### src/rtl/block_extreme_tracker_pkg.sv
// Shared types and constants for the block extreme tracker.
// The state encoding and mode constants are used by the top and the comparator.
package extreme_pkg;

  typedef enum logic {
    EMPTY = 1'b0,
    TRACK = 1'b1
  } state_t;

  localparam logic MODE_MAX = 1'b0;
  localparam logic MODE_MIN = 1'b1;

endpackage

### src/rtl/block_extreme_tracker_if.sv
// Sample-in / extreme-out bundle for block_extreme_tracker.
// The master side drives samples and control; the slave side is the tracker.
interface block_extreme_tracker_if #(
  parameter int WIDTH     = 8,
  parameter int BLOCK_LEN = 16
) ();
  localparam int IDXW = $clog2(BLOCK_LEN);

  logic             in_valid;
  logic [WIDTH-1:0] data_in;
  logic             mode;
  logic             clear;
  logic [WIDTH-1:0] y;
  logic [IDXW-1:0]  y_idx;
  logic             y_valid;
  logic             blk_done;
  logic [WIDTH-1:0] blk_result;
  logic [IDXW-1:0]  blk_idx;

  modport master (
    output in_valid, data_in, mode, clear,
    input  y, y_idx, y_valid, blk_done, blk_result, blk_idx
  );

  modport slave (
    input  in_valid, data_in, mode, clear,
    output y, y_idx, y_valid, blk_done, blk_result, blk_idx
  );
endinterface

### src/rtl/block_extreme_tracker_cmp.sv
// Combinational "strictly better" compare for the extreme tracker.
// better=1 when b beats a: b>a in max mode, b<a in min mode; equality never wins.
module extreme_cmp
  import extreme_pkg::*;
#(
  parameter int WIDTH  = 8,
  parameter int SIGNED = 0
) (
  input  logic [WIDTH-1:0] a,
  input  logic [WIDTH-1:0] b,
  input  logic             mode,
  output logic             better
);

  logic w_gt;
  logic w_lt;

  // NOTE: every always_comb output gets a default first so no latch can be inferred.
  always_comb begin
    w_gt = 1'b0;
    w_lt = 1'b0;
    if (SIGNED != 0) begin
      w_gt = $signed(b) > $signed(a);
      w_lt = $signed(b) < $signed(a);
    end else begin
      w_gt = b > a;
      w_lt = b < a;
    end
  end

  assign better = (mode == MODE_MIN) ? w_lt : w_gt;

endmodule

### src/rtl/block_extreme_tracker.sv
// Running max/min tracker over fixed-length sample blocks.
// Publishes the block extreme and its index every BLOCK_LEN accepted samples.
module block_extreme_tracker
  import extreme_pkg::*;
#(
  parameter int WIDTH     = 8,
  parameter int BLOCK_LEN = 16,
  parameter int SIGNED    = 0
) (
  input  logic                   clk,
  input  logic                   rst,
  block_extreme_tracker_if.slave bus
);

  localparam int              IDXW     = $clog2(BLOCK_LEN);
  localparam logic [IDXW-1:0] LAST_IDX = IDXW'(BLOCK_LEN - 1);

  state_t           r_state;
  logic [IDXW-1:0]  r_cnt;
  logic             r_mode;
  logic [WIDTH-1:0] r_y;
  logic [IDXW-1:0]  r_y_idx;
  logic             r_y_valid;
  logic             r_blk_done;
  logic [WIDTH-1:0] r_blk_result;
  logic [IDXW-1:0]  r_blk_idx;

  logic             w_better;
  logic [WIDTH-1:0] w_next_y;
  logic [IDXW-1:0]  w_next_idx;

  extreme_cmp #(
    .WIDTH (WIDTH),
    .SIGNED(SIGNED)
  ) u_cmp (
    .a     (r_y),
    .b     (bus.data_in),
    .mode  (r_mode),
    .better(w_better)
  );

  // r_cnt is the 0-based index the incoming sample will take within the block.
  always_comb begin
    w_next_y   = r_y;
    w_next_idx = r_y_idx;
    if (w_better) begin
      w_next_y   = bus.data_in;
      w_next_idx = r_cnt;
    end
  end

  // NOTE: state registers use non-blocking assignments so every flop samples pre-edge values.
  always_ff @(posedge clk or posedge rst) begin
    if (rst) begin
      r_state      <= EMPTY;
      r_cnt        <= '0;
      r_mode       <= MODE_MAX;
      r_y          <= '0;
      r_y_idx      <= '0;
      r_y_valid    <= 1'b0;
      r_blk_done   <= 1'b0;
      r_blk_result <= '0;
      r_blk_idx    <= '0;
    end else begin
      r_blk_done <= 1'b0;
      if (bus.clear) begin
        r_state   <= EMPTY;
        r_cnt     <= '0;
        r_y_valid <= 1'b0;
        r_y       <= '0;
        r_y_idx   <= '0;
      end else if (bus.in_valid) begin
        unique case (r_state)
          EMPTY: begin
            r_mode    <= bus.mode;
            r_y       <= bus.data_in;
            r_y_idx   <= '0;
            r_cnt     <= IDXW'(1);
            r_y_valid <= 1'b1;
            r_state   <= TRACK;
          end
          TRACK: begin
            r_y     <= w_next_y;
            r_y_idx <= w_next_idx;
            if (r_cnt == LAST_IDX) begin
              r_blk_result <= w_next_y;
              r_blk_idx    <= w_next_idx;
              r_blk_done   <= 1'b1;
              r_state      <= EMPTY;
              r_cnt        <= '0;
              r_y_valid    <= 1'b0;
            end else begin
              r_cnt <= r_cnt + 1'b1;
            end
          end
          default: r_state <= EMPTY;
        endcase
      end
    end
  end

  assign bus.y          = r_y;
  assign bus.y_idx      = r_y_idx;
  assign bus.y_valid    = r_y_valid;
  assign bus.blk_done   = r_blk_done;
  assign bus.blk_result = r_blk_result;
  assign bus.blk_idx    = r_blk_idx;

endmodule

### src/flat_wrapper.sv
// flat-port wrapper written by rule: the top's interface ports become plain ports
module block_extreme_tracker_flat import extreme_pkg::*;
#(
  parameter int WIDTH     = 8,
  parameter int BLOCK_LEN = 16,
  parameter int SIGNED    = 0
)
  (clk, rst, bus_in_valid, bus_data_in, bus_mode, bus_clear, bus_y, bus_y_idx, bus_y_valid, bus_blk_done, bus_blk_result, bus_blk_idx);
  block_extreme_tracker_if #(.WIDTH(WIDTH), .BLOCK_LEN(BLOCK_LEN)) bus_i ();
  input  logic clk;
  input  logic rst;
  input wire logic [$bits(bus_i.in_valid)-1:0] bus_in_valid;
  input wire logic [$bits(bus_i.data_in)-1:0] bus_data_in;
  input wire logic [$bits(bus_i.mode)-1:0] bus_mode;
  input wire logic [$bits(bus_i.clear)-1:0] bus_clear;
  output wire logic [$bits(bus_i.y)-1:0] bus_y;
  output wire logic [$bits(bus_i.y_idx)-1:0] bus_y_idx;
  output wire logic [$bits(bus_i.y_valid)-1:0] bus_y_valid;
  output wire logic [$bits(bus_i.blk_done)-1:0] bus_blk_done;
  output wire logic [$bits(bus_i.blk_result)-1:0] bus_blk_result;
  output wire logic [$bits(bus_i.blk_idx)-1:0] bus_blk_idx;
  assign bus_i.in_valid = bus_in_valid;
  assign bus_i.data_in = bus_data_in;
  assign bus_i.mode = bus_mode;
  assign bus_i.clear = bus_clear;
  assign bus_y = bus_i.y;
  assign bus_y_idx = bus_i.y_idx;
  assign bus_y_valid = bus_i.y_valid;
  assign bus_blk_done = bus_i.blk_done;
  assign bus_blk_result = bus_i.blk_result;
  assign bus_blk_idx = bus_i.blk_idx;
  block_extreme_tracker #(.WIDTH(WIDTH), .BLOCK_LEN(BLOCK_LEN), .SIGNED(SIGNED)) u_core (.clk(clk), .rst(rst), .bus(bus_i));
endmodule
### config.mk
export PLATFORM = sky130hd
export DESIGN_NAME = block_extreme_tracker_flat
export DESIGN_NICKNAME = d
export VERILOG_FILES = /design/src/rtl/block_extreme_tracker_pkg.sv /design/src/rtl/block_extreme_tracker_if.sv /design/src/rtl/block_extreme_tracker_cmp.sv /design/src/rtl/block_extreme_tracker.sv /design/src/flat_wrapper.sv
export SDC_FILE = /design/constraint.sdc
export NUM_CORES = 1
export LEC_CHECK = 0
export BUFFER_PORTS_ARGS = -buffer_cell sky130_fd_sc_hd__buf_2
export CORE_AREA = 2 2 55 70
export CTS_CLUSTER_SIZE = 12
export DETAILED_ROUTE_END_ITERATION = 6
export DIE_AREA = 0 0 57 72
export GPL_TIMING_DRIVEN = 0
export PLACE_DENSITY = 0.79
export SLEW_MARGIN = 20
export SYNTH_ARGS = -nofsm -noshare
export SYNTH_HDL_FRONTEND = slang
export SYNTH_SLANG_ARGS = --single-unit
export TNS_END_PERCENT = 20
### constraint.sdc
create_clock -name clk -period 2.83 [get_ports clk]
set_input_delay 0.1415 -clock clk [delete_from_list [all_inputs] [get_ports clk]]
set_output_delay 0.1415 -clock clk [all_outputs]
set_load 0.01 [all_outputs]
======== Word-level counts from Yosys, hierarchy flattened ========
Cells that the tools add are included.
storage, ports and cells
  memories ................................ 0
  logic and storage cells ................. 45
  bits in writable memories ............... 0
  input port bits ......................... 13
  flip-flop bits (word level) ............. 32
  memory bits (read-only) ................. 0
  output and inout port bits .............. 26
  latch bits .............................. 0
operators by class
  reduce and logical (&&, ||, !) cells .... 4
  bitwise operators ....................... 2
  $lt $le $gt $ge ......................... 2
  $mul .................................... 0
  $add $sub $neg .......................... 1
  div/mod/pow operators ................... 0
  multiplexer cells ....................... 25
  eq/ne operators ......................... 2
  shift-type cells ........................ 0
operators with widths
  operator                                                        number
  4-bit 2-to-1 mux                                                6
  8-bit 2-to-1 mux                                                3
  4-bit case mux with 2 select lines                              2
  8-bit case mux with 2 select lines                              1
  1-bit 2-to-1 mux                                                11
  8-bit greater-than comparator                                   1
  8-bit less-than comparator                                      1
  4-bit by 1-bit adder with 4-bit output (second input constant)  1
  4-bit equality test (second input constant)                     1
  1-bit case mux with 2 select lines                              2
  4-bit AND reduction                                             1
  3-bit != test (second input constant)                           1
  3-bit AND reduction                                             1
  1-bit inverter                                                  2
  2-bit AND reduction                                             1
  2-bit nonzero test                                              1

======== Longest topological paths before layout ========
  depth after elaboration ................. 6
  depth in mapped cells ................... 9
  gate-level depth less buffers ........... 8

======== Cells and area by module ========
A second synthesis with hierarchy kept.
unflattened totals
  cell total of the unflattened synthesis .. 166
  area, all modules ....................... 1,805.5 sq um
modules (own cells, without submodules)
  module                 seq. area each (sq um)  cells each  instances  area each (sq um)
  block_extreme_tracker  800.8                   137         1          1,596.5
  extreme_cmp            0.0                     29          1          209.0

======== Worst setup path after synthesis ========
OpenSTA, ideal clock, no wires.
  path kind ............................... register to register
  start point ............................. register u_core.r_y[1], in the netlist u_core.bus.y[1]
  end point ............................... register u_core.r_y[0], in the netlist u_core.bus.y[0]
  buffers on the path ..................... 1
  period minus slack after synthesis ...... 2.056 ns
  required time ........................... 2.751 ns
  slack ................................... 0.774 ns
  stages on the path, launching flop included .. 10
  arrival ................................. 1.977 ns
  library setup time ...................... 0.079 ns
  cells stage by stage .................... dfrtp_1 inv_1 ha_1 nor2b_1 o211ai_1 a21o_1 a211o_1 a31oi_4 buf_6 mux2i_1
between the ends
  cells in the longest elaborated chain, start to end .. 6
  elaborated cells on any way between the ends .. 7
  classes of those cells .................. order compare (2); mux (5)
RTL lines
  element                                                                             line                                                              source
  start: declaration                                                                  block_extreme_tracker.sv:21                                       logic [WIDTH-1:0] r_y;
  start signal: assignment                                                            block_extreme_tracker.sv:76                                       r_y <= bus.data_in;
  start signal: assignment                                                            block_extreme_tracker.sv:83                                       r_y <= w_next_y;
  8-bit greater-than comparator / 8-bit less-than comparator (equally long branches)  block_extreme_tracker_cmp.sv:26, block_extreme_tracker_cmp.sv:27
  1-bit 2-to-1 mux (*)                                                                block_extreme_tracker_cmp.sv:31                                   assign better = (mode == MODE_MIN) ? w_lt : w_gt;
  8-bit 2-to-1 mux (*)                                                                block_extreme_tracker.sv:46                                       if (w_better) begin
  8-bit case mux with 2 select lines (*)                                              block_extreme_tracker.sv:73                                       unique case (r_state)
  8-bit 2-to-1 mux (*)                                                                block_extreme_tracker.sv:72                                       end else if (bus.in_valid) begin
  8-bit 2-to-1 mux (*)                                                                block_extreme_tracker.sv:66                                       if (bus.clear) begin
Mark *: on every way between the ends. The rest lies on a longest branch, timed or not. The select of a mux whose other input is x is not followed.
A chain may end at the register's enable or synchronous reset.

======== Final worst setup path ========
Same ends and word-level chain as after synthesis.

==> impl_metrics.prom <==
# TYPE chip_impl_metric gauge
chip_impl_info{name="outcome",value="complete, no violations"} 1
chip_impl_metric{name="post-route-worst-setup-slack",unit="ns"} 0.525
chip_impl_metric{name="n_fill_cell",unit=""} 309
chip_impl_info{name="crit_path_cell_trace",value="inv_1 > ha_1 > nor2b_1 > o211ai_1 > a21o_1 > a211o_1 > a31oi_4 > buf_6 > mux2i_1"} 1
chip_impl_metric{name="cellPowerDensity",unit="mW/mm2"} 500
chip_impl_metric{name="placementRows",unit=""} 24
chip_impl_metric{name="avgViaCountPerCell",unit=""} 5.56
chip_impl_metric{name="grt_first_pass_wirelength",unit="um"} 6710
chip_impl_info{name="critical-path-slowest-cell",value="dfrtp_1"} 1
chip_impl_info{name="r2r-start",value="u_core.bus.y[1]"} 1
chip_impl_info{name="tritoncts",value="built"} 1
chip_impl_metric{name="max_freq",unit="MHz"} 434
chip_impl_metric{name="final-hold-violation-count",unit=""} 0
chip_impl_metric{name="antenna_left",unit=""} 0
chip_impl_metric{name="num-nets-final",unit=""} 259
chip_impl_metric{name="syn_inst",unit=""} 191
chip_impl_metric{name="clk-insertion-delay-late",unit="ns"} 0.28
chip_impl_metric{name="num_io_pins",unit=""} 39
chip_impl_metric{name="maxSlewViolCount",unit=""} 0
chip_impl_metric{name="setup_total_negative_slack",unit="ns"} 0
chip_impl_metric{name="timing.final.setup_violations",unit=""} 0
chip_impl_info{name="cp-endpoint",value="u_core.bus.y[0]"} 1
chip_impl_metric{name="synth_area_per_cell",unit="um2"} 9.22
chip_impl_info{name="endpoint_kind",value="flop"} 1
chip_impl_info{name="cts_root_buf",value="clkbuf_8"} 1
chip_impl_metric{name="floorplan.initialDensity",unit="%"} 51.5
chip_impl_metric{name="cts_max_path_buffers",unit=""} 2
chip_impl_metric{name="synth.top_cell.area_share",unit="%"} 45.5
chip_impl_metric{name="globalRoute.totalOverflow",unit=""} 0
chip_impl_metric{name="post-route-util",unit="%"} 61.5
chip_impl_metric{name="reg2reg_depth",unit=""} 9
chip_impl_info{name="layout_commonest_cell",value="buf_2"} 1
chip_impl_metric{name="tightestPinTransition",unit="ns"} 0.677
chip_impl_metric{name="die_boundary_height",unit="um"} 72
chip_impl_metric{name="drt-pass1-iter-count",unit=""} 4
chip_impl_metric{name="drt_iter0_markers",unit=""} 68
chip_impl_metric{name="setup.reg_to_reg.worst_slack",unit="ns"} 0.53
chip_impl_metric{name="total_leakage_power",unit="nW"} 1.05
chip_impl_metric{name="critPathArrivalTime",unit="ns"} 2.51
chip_impl_metric{name="placement.setup.worst_slack",unit="ns"} 0.564
chip_impl_info{name="synthTopCellsByArea",value="dfrtp_1 (45%), nand2b_1 (7.1%), ha_1 (6.4%)"} 1
chip_impl_metric{name="mappedNetlistNets",unit=""} 213
chip_impl_info{name="rsz0062_at_grt",value="false"} 1
chip_impl_metric{name="buffer_ports.inserted",unit=""} 38
chip_impl_metric{name="place_congestion",unit=""} 0.912
chip_impl_metric{name="grt_util_all_layers",unit="%"} 21.3
chip_impl_metric{name="cts-htree-levels",unit=""} 2
chip_impl_metric{name="ys_types",unit=""} 30
chip_impl_metric{name="post_cts_setup_buffer_count",unit=""} 0
chip_impl_metric{name="slew-limit-headroom",unit="%"} 54.8
chip_impl_metric{name="via_count",unit=""} 1534
chip_impl_info{name="worstReg2RegEnd",value="u_core.bus.y[0]"} 1
chip_impl_metric{name="worst-path-max-fanout",unit=""} 10
chip_impl_metric{name="post-route-min-period",unit="ns"} 2.30
chip_impl_metric{name="coreArea",unit="mm2"} 0.00342
chip_impl_metric{name="clk_pin_slew_worst_paths",unit="ns"} 0.06
chip_impl_info{name="synth_area_leader_cell",value="dfrtp_1"} 1
chip_impl_info{name="startpoint",value="u_core.bus.y[1]"} 1
chip_impl_metric{name="ys_seq_area_share",unit="%"} 45.5
chip_impl_metric{name="wire_per_inst",unit="um"} 14.1
chip_impl_metric{name="overall_die_width",unit="um"} 57
chip_impl_metric{name="layout-drive-gt1-share",unit="%"} 21.9
chip_impl_metric{name="timing.critical_path.required",unit="ns"} 3.03
chip_impl_info{name="worst_min_delay_path_category",value="in2reg"} 1
chip_impl_metric{name="synth-warning-count",unit=""} 0
chip_impl_info{name="timing.setup.critical_path_class",value="reg2reg"} 1
chip_impl_metric{name="finalWirelength",unit="um"} 3900
chip_impl_info{name="layout.cells.most_common_list",value="buf_2 (40), dfrtp_1 (32), nand2b_1 (20), inv_1 (16), nor2_1 (16)"} 1
chip_impl_metric{name="place.detailed.hpwl",unit="um"} 2900
chip_impl_info{name="critical_path.startpoint_type",value="flop"} 1
chip_impl_metric{name="drcViolationCount",unit=""} 0
chip_impl_metric{name="total_power",unit="mW"} 1.05
chip_impl_metric{name="via_count_of_the_first_global_routing_pass",unit=""} 1432
chip_impl_metric{name="grt_max_degree",unit=""} 33
chip_impl_metric{name="ff_latch_area",unit="um2"} 801
chip_impl_metric{name="synthesis_stage_register_bit_count",unit=""} 32
chip_impl_metric{name="max_cap_violations",unit=""} 0
chip_impl_metric{name="critical_path.max_stage_delay",unit="ns"} 0.42
chip_impl_metric{name="finalClockSkew",unit="ns"} 0.00236
chip_impl_metric{name="antenna_found_initial",unit=""} 0
chip_impl_metric{name="synth_area",unit="mm2"} 0.00176
chip_impl_metric{name="clock_sink_count",unit=""} 32
chip_impl_metric{name="vdd.ir_drop.worst",unit="mV"} 0.477
chip_impl_metric{name="cts_inserted_buffers",unit=""} 5
chip_impl_metric{name="diode_count",unit=""} 0
chip_impl_metric{name="die_area",unit="mm2"} 0.00410
chip_impl_metric{name="area_delta_synth_final",unit="%"} 19.6
chip_impl_metric{name="period_share",unit="%"} 81.4
chip_impl_metric{name="multiInputGateArea",unit="um2"} 845
## power by group
part           internal [mW]  switching [mW]  leakage [nW]  total (mW)
sequential             0.473          0.0177         0.437       0.490
clock                  0.216           0.160        0.0503       0.377
combinational         0.0701           0.117         0.559       0.187
## final cells by class
class,instances,area share (%)
plain buffers,10,2.49
clock buffers,7,4.57
inverters,17,3.03
multi-input cells,132,40.1
flip-flops and latches,32,38.0
well taps,39,2.32
repair buffers,39,9.50
## synthesized netlist by cell type
library cell  instances
dfrtp_1              32
nand2b_1             20
inv_1                17
nor2_1               16
o21ai_0              15
nand3_1              13
a31oi_1              12
nand2_1              10
ha_1                  9
mux2i_1               8
a21oi_1               7
clkbuf_1              5
a211oi_1              3
a21o_1                3
nand4_1               3
o32ai_1               3
buf_2                 2
a211o_1               1
a31oi_4               1
a32oi_1               1
and2_1                1
buf_4                 1
buf_6                 1
clkbuf_2              1
nor2b_1               1
nor3b_1               1
o2111ai_1             1
o211ai_1              1
o31ai_1               1
or3_1                 1
## registers in the layout (all words and copies together), names as in the netlist
signal,count
u_core.bus.blk_done,1
u_core.bus.blk_idx,4
u_core.bus.blk_result,8
u_core.bus.y,8
u_core.bus.y_idx,4
u_core.bus.y_valid,1
u_core.r_cnt,4
u_core.r_mode,1
u_core.r_state,1
## worst max-delay path: cells and delay by family, from the launching register on
| family | cells | cell delay [ns] |
|---|---|---|
| AND/OR/NAND/NOR | 1 | 0.15 |
| AO/OA/AOI/OAI | 4 | 0.89 |
| multiplexers | 1 | 0.20 |
| flip-flops | 1 | 0.42 |
| adder cells (fa/ha/maj) | 1 | 0.30 |
| buffers and inverters | 2 | 0.25 |
## timing repair
action	4_1_cts	5_1_grt
setup endpoints to repair	0	0
hold buffers	1	0
gates resized for setup	0	0
hold endpoints to repair	32	0
## routing by layer
metal	routed length, um	track usage [%]
met4	46	6.72
met5	0	0
met3	161	6.06
met1	1750	28.9
met2	1940	33.3
## per-stage QoR
step | hold WS (ns) | instances | cell area [um2]
after floorplan | 0.258 | 191 | 1760
after global placement | 0.349 | 268 | 2000
after detailed placement | 0.283 | 268 | 2000
after CTS | 0.0618 | 276 | 2110
after global routing | 0.0822 | 276 | 2110
final | 0.0635 | 276 | 2110
## cell families (layout without fill, tap and decap cells)
| group | Yosys count | after routing | share of synthesized area, % |
|---|---|---|---|
| buffers and inverters | 27 | 73 | 6.61 |
| AO/OA/AOI/OAI | 49 | 49 | 18.1 |
| adder cells (fa/ha/maj) | 9 | 9 | 6.39 |
| multiplexers | 8 | 8 | 4.55 |
| flip-flops | 32 | 32 | 45.5 |
| AND/OR/NAND/NOR | 66 | 66 | 18.9 |
## worst min-delay path by stage
| stage | from | to | slack [ns] | cells after the start |
|---|---|---|---|---|
| floorplan | rst | u_core.bus.blk_done | 0.26 | 1 |
| global placement | bus_mode | u_core.r_mode | 0.35 | 3 |
| detailed placement | rst | u_core.bus.blk_idx[2] | 0.28 | 2 |
| CTS | bus_mode | u_core.r_mode | 0.06 | 3 |
| global route | bus_mode | u_core.r_mode | 0.08 | 3 |
| finish | bus_mode | u_core.r_mode | 0.06 | 3 |
Note: power is estimated with default switching activity, not from simulation.
